File: src/rtl/pipe_stage_buf_pkg.sv
// pipe_stage_buf_pkg: shared pipeline constants and types used by the stage buffers.
package pipe_stage_buf_pkg;
  localparam logic [31:0] NOP_INSTR = 32'h0000_0013;
  localparam int BUF_DEPTH_MAX = 4;
  typedef enum logic [1:0] {IF_ID, ID_EX, EX_MEM, MEM_WB} stage_id_e;
endpackage

File: src/rtl/pipe_stage_buf_ptr.sv
// pipe_stage_buf_ptr: circular pointer that wraps at DEPTH-1 by explicit compare, with clear and increment.
module pipe_stage_buf_ptr #(
  parameter int DEPTH = 2,
  parameter int PW = (DEPTH > 1) ? $clog2(DEPTH) : 1
) (
  input  logic          clk,
  input  logic          rst_n,
  input  logic          clr,
  input  logic          inc,
  output logic [PW-1:0] ptr
);
  always_ff @(posedge clk or negedge rst_n)
    if (!rst_n) ptr <= '0;
    else if (clr) ptr <= '0;
    else if (inc) ptr <= (ptr == PW'(DEPTH - 1)) ? '0 : ptr + 1'b1;
endmodule

File: src/rtl/pipe_stage_buf.sv
// pipe_stage_buf: DEPTH-entry elastic buffer between pipeline stages with valid/ready and flush.
// Optional saturating stall counter on stall_cnt when PIPE_STAGE_BUF_PERF_EN is defined.
module pipe_stage_buf
  import pipe_stage_buf_pkg::*;
#(
  parameter int WIDTH = 32,
  parameter int DEPTH = 2,
  parameter logic [WIDTH-1:0] BUBBLE = '0
) (
  input  logic                       clk,
  input  logic                       rst_n,
  input  logic                       flush,
  input  logic                       in_valid,
  output logic                       in_ready,
  input  logic [WIDTH-1:0]           in_data,
  output logic                       out_valid,
  input  logic                       out_ready,
  output logic [WIDTH-1:0]           out_data,
  output logic [$clog2(DEPTH+1)-1:0] count
`ifdef PIPE_STAGE_BUF_PERF_EN
  ,output logic [31:0]               stall_cnt
`endif
);
  localparam int CW = $clog2(DEPTH + 1);
  localparam int PW = (DEPTH > 1) ? $clog2(DEPTH) : 1;
  logic [WIDTH-1:0] mem [DEPTH];
  logic [PW-1:0] wr_ptr, rd_ptr;
  logic push, pop;
  // Handshake decoded from registered occupancy only, so out_ready never reaches in_ready.
  assign in_ready  = count != CW'(DEPTH);
  assign out_valid = count != '0;
  assign out_data  = out_valid ? mem[rd_ptr] : BUBBLE;
  assign push = in_valid && in_ready && !flush;
  assign pop  = out_valid && out_ready && !flush;
  pipe_stage_buf_ptr #(.DEPTH(DEPTH), .PW(PW)) u_wr_ptr (
    .clk(clk), .rst_n(rst_n), .clr(flush), .inc(push), .ptr(wr_ptr)
  );
  pipe_stage_buf_ptr #(.DEPTH(DEPTH), .PW(PW)) u_rd_ptr (
    .clk(clk), .rst_n(rst_n), .clr(flush), .inc(pop), .ptr(rd_ptr)
  );
  always_ff @(posedge clk)
    if (push) mem[wr_ptr] <= in_data;
  always_ff @(posedge clk or negedge rst_n)
    if (!rst_n) count <= '0;
    else if (flush) count <= '0;
    else if (push && !pop) count <= count + 1'b1;
    else if (pop && !push) count <= count - 1'b1;
`ifdef PIPE_STAGE_BUF_PERF_EN
  always_ff @(posedge clk or negedge rst_n)
    if (!rst_n) stall_cnt <= '0;
    else if (out_valid && !out_ready && !flush && stall_cnt != '1) stall_cnt <= stall_cnt + 32'd1;
`endif
endmodule

File: config.mk
export PLATFORM = sky130hd
export DESIGN_NAME = pipe_stage_buf
export DESIGN_NICKNAME = d
export VERILOG_FILES = /design/src/rtl/pipe_stage_buf_pkg.sv /design/src/rtl/pipe_stage_buf_ptr.sv /design/src/rtl/pipe_stage_buf.sv
export SDC_FILE = /design/constraint.sdc
export NUM_CORES = 1
export LEC_CHECK = 0
export ABC_AREA = 1
export BUFFER_PORTS_ARGS = -buffer_cell sky130_fd_sc_hd__buf_2
export CORE_UTILIZATION = 45
export DETAILED_ROUTE_END_ITERATION = 10
export PLACE_DENSITY = 0.7
export SYNTH_ARGS = -nofsm -noshare
export SYNTH_HDL_FRONTEND = slang
export SYNTH_SLANG_ARGS = --single-unit
export TNS_END_PERCENT = 1
File: constraint.sdc
create_clock -name clk -period 2.99 [get_ports clk]
set_input_delay 0.1495 -clock clk [delete_from_list [all_inputs] [get_ports clk]]
set_output_delay 0.1495 -clock clk [all_outputs]
set_load 0.005 [all_outputs]
==> run_results.csv, run 1 <==
group,metric,value,unit
synthesis,synth_nets,248,
grt,grt_antenna_before_repair,0,
clock_network,clkTransAtPathRegs,0.06,ns
timing,layout_worst_path_cycle_share,69.7,%
die,vertical_extent_of_the_die,78.5,um
die,coreArea,5570,um^2
timing,grt_setup_unrepaired,"no",
power_and_ir_drop,ir_drop,459,uV
synthesis,synth_top_cells_by_area,"edfxtp_1 73%, nand2_1 11%, a21oi_1 6.5%",
worst_setup_path,worst_setup_path_start_kind,"flip-flop",
route,route.final.wire_length,4.80,mm
placed_design,detailed_place_hpwl,3.04,mm
route,first_pass_iters,4,
timing,final-hold-violation-count,0,
timing,fmaxAchievable,480,MHz
synthesis,yosys_warning_total,0,
worst_setup_path,timing.critical_path.cells,"clkinv_1 -> nand2_1 -> a21oi_1 -> buf_2",
clock_network,max_clock_buf_depth,2,
timing,slew_headroom,36.7,%
placed_design,routabilityCongestion,0.727,
clock_network,cts_resized,0,
synthesis,post_synthesis_instance_area,2630,um^2
timing,setup_violations,0,
die,row_count,27,
timing,period_minus_slack,2.09,ns
die,io_pins,73,
die,fp.dieW,78.5,um
timing,max_slew.worst_pin.slew,0.943,ns
grt,number_of_global_route_vias_before_repair,1678,
placed_design,port-buffer-count,72,
worst_setup_path,criticalPathCategory,"reg -> out",
synthesis,synth_top_area_share,73.0,%
cells_and_area,fillerInstances,469,
worst_setup_path,critPathMaxStageDelay,0.74,ns
clock_network,clock_tree.root_cell,"clkbuf_8",
synthesis,syn_area_per_cell,12.5,um^2
power_and_ir_drop,leakagePower,1.42,nW
synthesis,netlist.top_cell.by_area,"edfxtp_1",
cells_and_area,post_route_cells_drive_above_1_share,30.6,%
synthesis,synth_sequential_area_ratio,76.8,%
clock_network,h-tree-depth,3,
worst_setup_path,timing.critical_path.fanout_max,34,
timing,fin_setup_tns,0,ns
timing,holdWs,0.00994,ns
cells_and_area,layout.nets,341,
synthesis,synth_cells,211,
worst_hold_path,min-delay-path-class,"in -> reg",
synthesis,synth-seq-cells,68,
grt,globalRoute.totalOverflow,0,
power_and_ir_drop,power-per-cell-area,661,nW/um^2
cells_and_area,post-route-util,61.4,%
clock_network,clock_sinks,68,
route,vias,1823,
grt,maximum_number_of_pins_on_one_net_before_global_route_repair,35,
worst_setup_path,crit_slowest_cell,"clkinv_1",
route,drt-wirelength-per-cell,12.7,um
clock_network,cts_setup_buffers,0,
route,vias_per_cell,4.81,
die,full_die_area,6160,um^2
route,antenna_viol_nets_final,0,
timing,slew_violations,0,
worst_setup_path,critical_path.endpoint_type,"output port",
route,initialDrtViolationCount,84,
synthesis,yosysUniqueCellTypes,16,
worst_setup_path,cp_data_arrival_time,1.94,ns
die,start_util,47.2,%
clock_network,cts_tree,"built",
timing,final.setup_skew,0.00420,ns
cells_and_area,antennaDiodeCount,0,
clock_network,clock_insertion_delay_worst_skew,0.33,ns
worst_setup_path,required,2.84,ns
flow_run,drv.max_cap_violation_count,0,
status,run_status,"completed",
clock_network,number_of_clock_buffers_inserted_by_tritoncts,9,
grt,grt_pass1_wl,7.53,mm
cells_and_area,area.growth.synth_to_final,29.9,%
grt,gr-usage-all-layers,16.9,%
route,drcViolationCount,0,
Yosys cell counts, drive strengths merged:
| master | number |
|---|---|
| nor2 | 5 |
| buf | 6 |
| clkbuf | 4 |
| nand2 | 82 |
| o22ai | 1 |
| a21oi | 35 |
| o21ai | 1 |
| inv | 5 |
| clkinv | 2 |
| edfxtp | 64 |
| dfrtp | 4 |
| nand3 | 2 |
metrics by stage:
stage | instance area, um^2 | power (mW) | instances | setup WS, ns
finish | 3420 | 2.26 | 379 | 0.905
global placement | 3070 | 1.59 | 347 | 1.15
global route | 3420 | 2.37 | 379 | 0.695
floorplan | 2630 | 1.40 | 211 | 0.529
detailed placement | 3070 | 1.60 | 347 | 1.16
CTS | 3400 | 2.28 | 377 | 0.870
where the power goes:
part | internal (mW) | switching, mW | leakage, nW | total, mW
combinational | 0.176 | 0.278 | 0.691 | 0.454
clock | 0.369 | 0.304 | 0.0871 | 0.673
sequential | 1.11 | 0.0226 | 0.640 | 1.13
total | 1.66 | 0.605 | 1.42 | 2.26
critical path: cells and delay by family, from the launching register on:
kind | cells | cell delay [ns]
and+or+nand+nor | 1 | 0.24
AOI/OAI and AO/OA | 1 | 0.11
DFF | 1 | 0.35
buffers and inverters | 2 | 0.91
path summary, 6_finish.rpt:
kind | from | end | slack (ns) | cells past startpoint
worst max-delay path | u_rd_ptr.ptr | out_data[1] | 0.90 | 4
worst min-delay path | in_data[28] | mem[0][28] | 0.01 | 1
worst max register to register | count[0] | mem[1][29] | 1.17 | 4
worst min register to register | u_wr_ptr.ptr | u_wr_ptr.ptr | 0.55 | 1
max in group asynchronous | rst_n | count[0] | 2.73 | 2
min in group asynchronous | rst_n | u_rd_ptr.ptr | 0.14 | 2
sequential cells by signal (all words and copies together) (netlist names):
name / count
mem: 64
count: 2
u_rd_ptr.ptr: 1
u_wr_ptr.ptr: 1
layer usage:
metal	vias up	global-route usage (%)	routed length (um)
met3	9	3.49	204
met4	0	10.6	103
met1	852	20.1	2100
met5	-	0	0
li1	909	-	-
met2	53	28.2	2390
placed cells by master (no fill, tap or decap):
| cell type | synthesis | final |
|---|---|---|
| edfxtp_1 | 64 | 64 |
| buf_4 | 0 | 2 |
| dfrtp_1 | 4 | 4 |
| nor2_1 | 5 | 2 |
| clkbuf_1 | 4 | 1 |
| nor2_4 | 0 | 2 |
| nand2_2 | 3 | 3 |
| nand3_1 | 1 | 1 |
| nand3_2 | 1 | 1 |
| clkinv_1 | 2 | 4 |
| nand2_1 | 79 | 79 |
| buf_2 | 6 | 72 |
| a21oi_2 | 1 | 1 |
| clkinv_2 | 0 | 1 |
| bufinv_16 | 0 | 1 |
| inv_1 | 4 | 4 |
| nor2_2 | 0 | 1 |
| dlygate4sd3_1 | 0 | 18 |
| a21oi_1 | 34 | 34 |
| o22ai_1 | 1 | 1 |
| clkbuf_8 | 0 | 9 |
| o21ai_0 | 1 | 1 |
| inv_2 | 1 | 1 |
kinds of logic (layout without fill, tap and decap cells):
| family | Yosys count | after routing | synth area share [%] |
|---|---|---|---|
| AOI/OAI and AO/OA | 37 | 37 | 7.22 |
| buffers and inverters | 17 | 113 | 2.71 |
| DFF | 68 | 68 | 76.8 |
| and+or+nand+nor | 89 | 89 | 13.3 |
area by class of cell:
class | count | area, um^2 | share of cell area (%)
repair buffers | 92 | 556 | 16.2
clock inverters | 4 | 42.5 | 1.24
well taps | 72 | 90.1 | 2.63
inverters | 7 | 26.3 | 0.768
clock buffers | 10 | 128 | 3.73
flip-flops and latches | 68 | 2020 | 59.1
multi-input cells | 126 | 557 | 16.3
timing repair:
item | CTS | global route
endpoints found under the setup margin | 0 | 0
hold buffers | 16 | 2
endpoints found under the hold margin | 34 | 3
No activity file was read; power rests on OpenSTA's default activity.
==> run 2: changes to the inputs <==
--- a/config.mk
+++ b/config.mk
@@ -5,11 +5,11 @@
 export SDC_FILE = /design/constraint.sdc
 export NUM_CORES = 1
 export LEC_CHECK = 0
-export ABC_AREA = 1
+export ABC_AREA = 0
 export BUFFER_PORTS_ARGS = -buffer_cell sky130_fd_sc_hd__buf_2
 export CORE_UTILIZATION = 45
 export DETAILED_ROUTE_END_ITERATION = 10
-export PLACE_DENSITY = 0.7
+export PLACE_DENSITY = 0.73
 export SYNTH_ARGS = -nofsm -noshare
 export SYNTH_HDL_FRONTEND = slang
 export SYNTH_SLANG_ARGS = --single-unit
==> constraint.sdc (replaced) <==
create_clock -name clk -period 1.75 [get_ports clk]
set_input_delay 0.0875 -clock clk [delete_from_list [all_inputs] [get_ports clk]]
set_output_delay 0.0875 -clock clk [all_outputs]
set_load 0.005 [all_outputs]
==> run 2 against run 1 <==
- global-route usage fell by 0.18 points
- sequential cell count did not move
- worst hold slack improved by 0.026 ns
- clock power rose by 72%
- design area rose by 6.8%
- non-clock buffer count rose by 18
- die area rose by 0.19%
- largest cell class unchanged
- critical endpoint is now out_data[4]
==> run_results.csv, run 2 <==
group,metric,value,unit
clock_network,number_of_clock_buffers_inserted_by_tritoncts,9,
cells_and_area,regMostFlops,"mem",
synthesis,adder_and_majority_gate_portion_of_the_synthesized_area,0,%
clock_network,clock_sinks,68,
die,full_die_area,6170,um^2
grt,number_of_global_route_vias_before_repair,1626,
timing,worst_slack,0.132,ns
cells_and_area,largest_register_ff_count,64,
synthesis,post_synth_most_frequent_cells,"64 x edfxtp_1, 34 x nor2_1, 33 x mux2i_1",
grt,gr-usage-all-layers,16.8,%
cells_and_area,antennaDiodeCount,0,
die,vertical_extent_of_the_die,78.6,um
grt,globalRoute.totalOverflow,0,
synthesis,syn_area_per_cell,16.3,um^2
clock_network,clock_insertion_delay_worst_skew,0.33,ns
timing,setup_violations,0,
die,io_pins,73,
clock_network,h-tree-depth,3,
route,vias_per_cell,4.77,
synthesis,netlist.top_cell.by_area,"edfxtp_1",
die,fp.dieW,78.6,um
die,row_count,27,
placed_design,routabilityCongestion,0.768,
worst_setup_path,required,1.66,ns
timing,final-hold-violation-count,0,
grt,grt_pass1_wl,7.32,mm
clock_network,max_clock_buf_depth,2,
die,start_util,47.3,%
timing,slew_headroom,77.0,%
route,initialDrtViolationCount,69,
synthesis,post_synthesis_instance_area,2640,um^2
route,drt-wirelength-per-cell,13.7,um
route,drcViolationCount,0,
grt,grt_antenna_before_repair,0,
synthesis,synth_top_family_by_area,"multiplexers",
synthesis,synth_nets,199,
power_and_ir_drop,ir_drop,546,uV
placed_design,port-buffer-count,72,
synthesis,synth_cells,162,
route,first_pass_iters,4,
synthesis,yosys_warning_total,0,
synthesis,synthSimpleGateAreaFrac,6.74,%
route,route.final.wire_length,4.81,mm
synthesis,complex_gate_fraction_of_the_synthesized_area,1.71,%
worst_setup_path,worst_setup_path_start_kind,"flip-flop",
cells_and_area,reg.largest.list,"mem: 64 flops, count: 2 flops",
synthesis,synth_sequential_area_ratio,76.7,%
timing,period_minus_slack,1.62,ns
power_and_ir_drop,report.power.total,3.44,mW
timing,fmaxAchievable,618,MHz
cells_and_area,finish.instance_area,3650,um^2
timing,holdWs,0.0360,ns
cells_and_area,post_route_cells_drive_above_1_share,34.6,%
synthesis,synth-seq-cells,68,
placed_design,placed_cell_area,3150,um^2
worst_hold_path,min-delay-path-class,"in -> reg",
clock_network,clkTransAtPathRegs,0.07,ns
timing,max_slew.worst_pin.slew,0.345,ns
worst_setup_path,timing.critical_path.fanout_max,33,
cells_and_area,final-seq-area,2020,um^2
cells_and_area,layout.nets,313,
placed_design,detailed_place_hpwl,2.90,mm
synthesis,synth_top_area_share,72.9,%
flow_run,drv.max_cap_violation_count,0,
placed_design,placement.setup.worst_slack,0.232,ns
die,coreArea,5570,um^2
synthesis,synthMuxAreaShare,12.5,%
synthesis,synth-async-reset-ratio,5.88,%
route,antenna_viol_nets_final,0,
worst_setup_path,critical_path.endpoint_type,"output port",
cells_and_area,layout.cells.most_common_list,"72 x buf_2, 64 x edfxtp_1, 33 x mux2i_1, 33 x nor2_1, 33 x dlygate4sd3_1",
cells_and_area,area.growth.synth_to_final,38.5,%
cells_and_area,fillerInstances,402,
cells_and_area,layout.cells.most_common,"buf_2",
clock_network,cts_tree,"built",
synthesis,synth_ff_type,"edfxtp_1",
timing,final.setup_skew,0.0104,ns
synthesis,synth_top_cells_by_area,"edfxtp_1 73%, mux2i_1 13%, nor2_1 4.8%",
clock_network,clock_tree.root_cell,"clkbuf_8",
worst_setup_path,cp_data_arrival_time,1.53,ns
power_and_ir_drop,power-per-cell-area,943,nW/um^2
timing,layout_worst_path_cycle_share,92.5,%
synthesis,yosysMostFrequentCell,"edfxtp_1",
clock_network,cts_resized,0,
synthesis,yosysUniqueCellTypes,20,
synthesis,synth-edff-count,64,
timing,slew_violations,0,
cells_and_area,multiInputGateArea,602,um^2
worst_setup_path,criticalPathCategory,"reg -> out",
route,vias,1679,
power_and_ir_drop,leakagePower,1.42,nW
timing,grt_setup_unrepaired,"no",
grt,maximum_number_of_pins_on_one_net_before_global_route_repair,34,
synthesis,yosys.area_share.xor_xnor,0.332,%
status,run_status,"completed",
## run 2: cell count changes in the layout (fill, tap and decap cells not counted), sizes merged, moves of 3 or more
cell,change
buf,+3
mux2i,+33
dlygate4sd3,+15
clkinv,-3
nor2,+29
a21oi,-31
nand2,-81
## run 2: path summary, 6_finish.rpt
path,slack [ns],start,endpoint,depth (start not counted)
max,0.13,count[0],out_data[4],4
min,0.04,flush,u_wr_ptr.ptr,2
max reg2reg,0.22,count[1],mem[1][27],5
min reg2reg,0.63,u_wr_ptr.ptr,u_wr_ptr.ptr,2
max in group asynchronous,1.52,rst_n,u_rd_ptr.ptr,2
min in group asynchronous,0.08,rst_n,count[1],2
## run 2: power breakdown
part / switching (mW) / internal (mW) / leakage (nW)
clock: 0.516 / 0.645 / 0.0879
combinational: 0.204 / 0.211 / 0.692
sequential: 0.0212 / 1.85 / 0.639
total: 0.741 / 2.70 / 1.42
## run 2: metal layers
metal	vias to the layer above	wire length, um	global-route usage, %	part of all wire [%]
met4	0	88	9.44	1.8
li1	822	-	-	-
met5	-	0	0	0
met2	68	2420	28.9	50
met1	781	2010	19.2	42
met3	8	288	3.72	6.0
## run 2: worst max-delay path, cell delays in order (launching register included)
cell,delay (ns)
dfrtp_1,0.47
nor2_2,0.13
buf_4,0.33
nor2_1,0.11
buf_2,0.14
## run 2: what timing repair did
action / in CTS / in global routing
hold buffers: 33 / 0
endpoints found under the hold margin: 68 / 0
setup buffers: 0 / 0
## run 2: stage by stage
stage,util [%],std cells,setup TNS [ns]
2_1_floorplan,-,162,-13.89
3_3_place_gp,56.5,304,0
3_5_place_dp,56.5,304,0
4_1_cts,65.5,352,0
5_1_grt,65.5,352,0
6_report,65.5,352,0
## run 2: cell type report
type,count,area share (%)
clock buffers,12,3.70
clock inverters,3,1.06
inverters,3,0.308
multi-input cells,84,16.5
flip-flops and latches,68,55.4
well taps,72,2.47
repair buffers,110,20.6
## run 2: cell families (layout without fill, tap and decap cells)
logic type	count (synthesis)	in the layout
compound gates	8	8
xor+xnor	1	1
buf+inv	10	128
flops	68	68
mux	33	33
simple gates	42	42
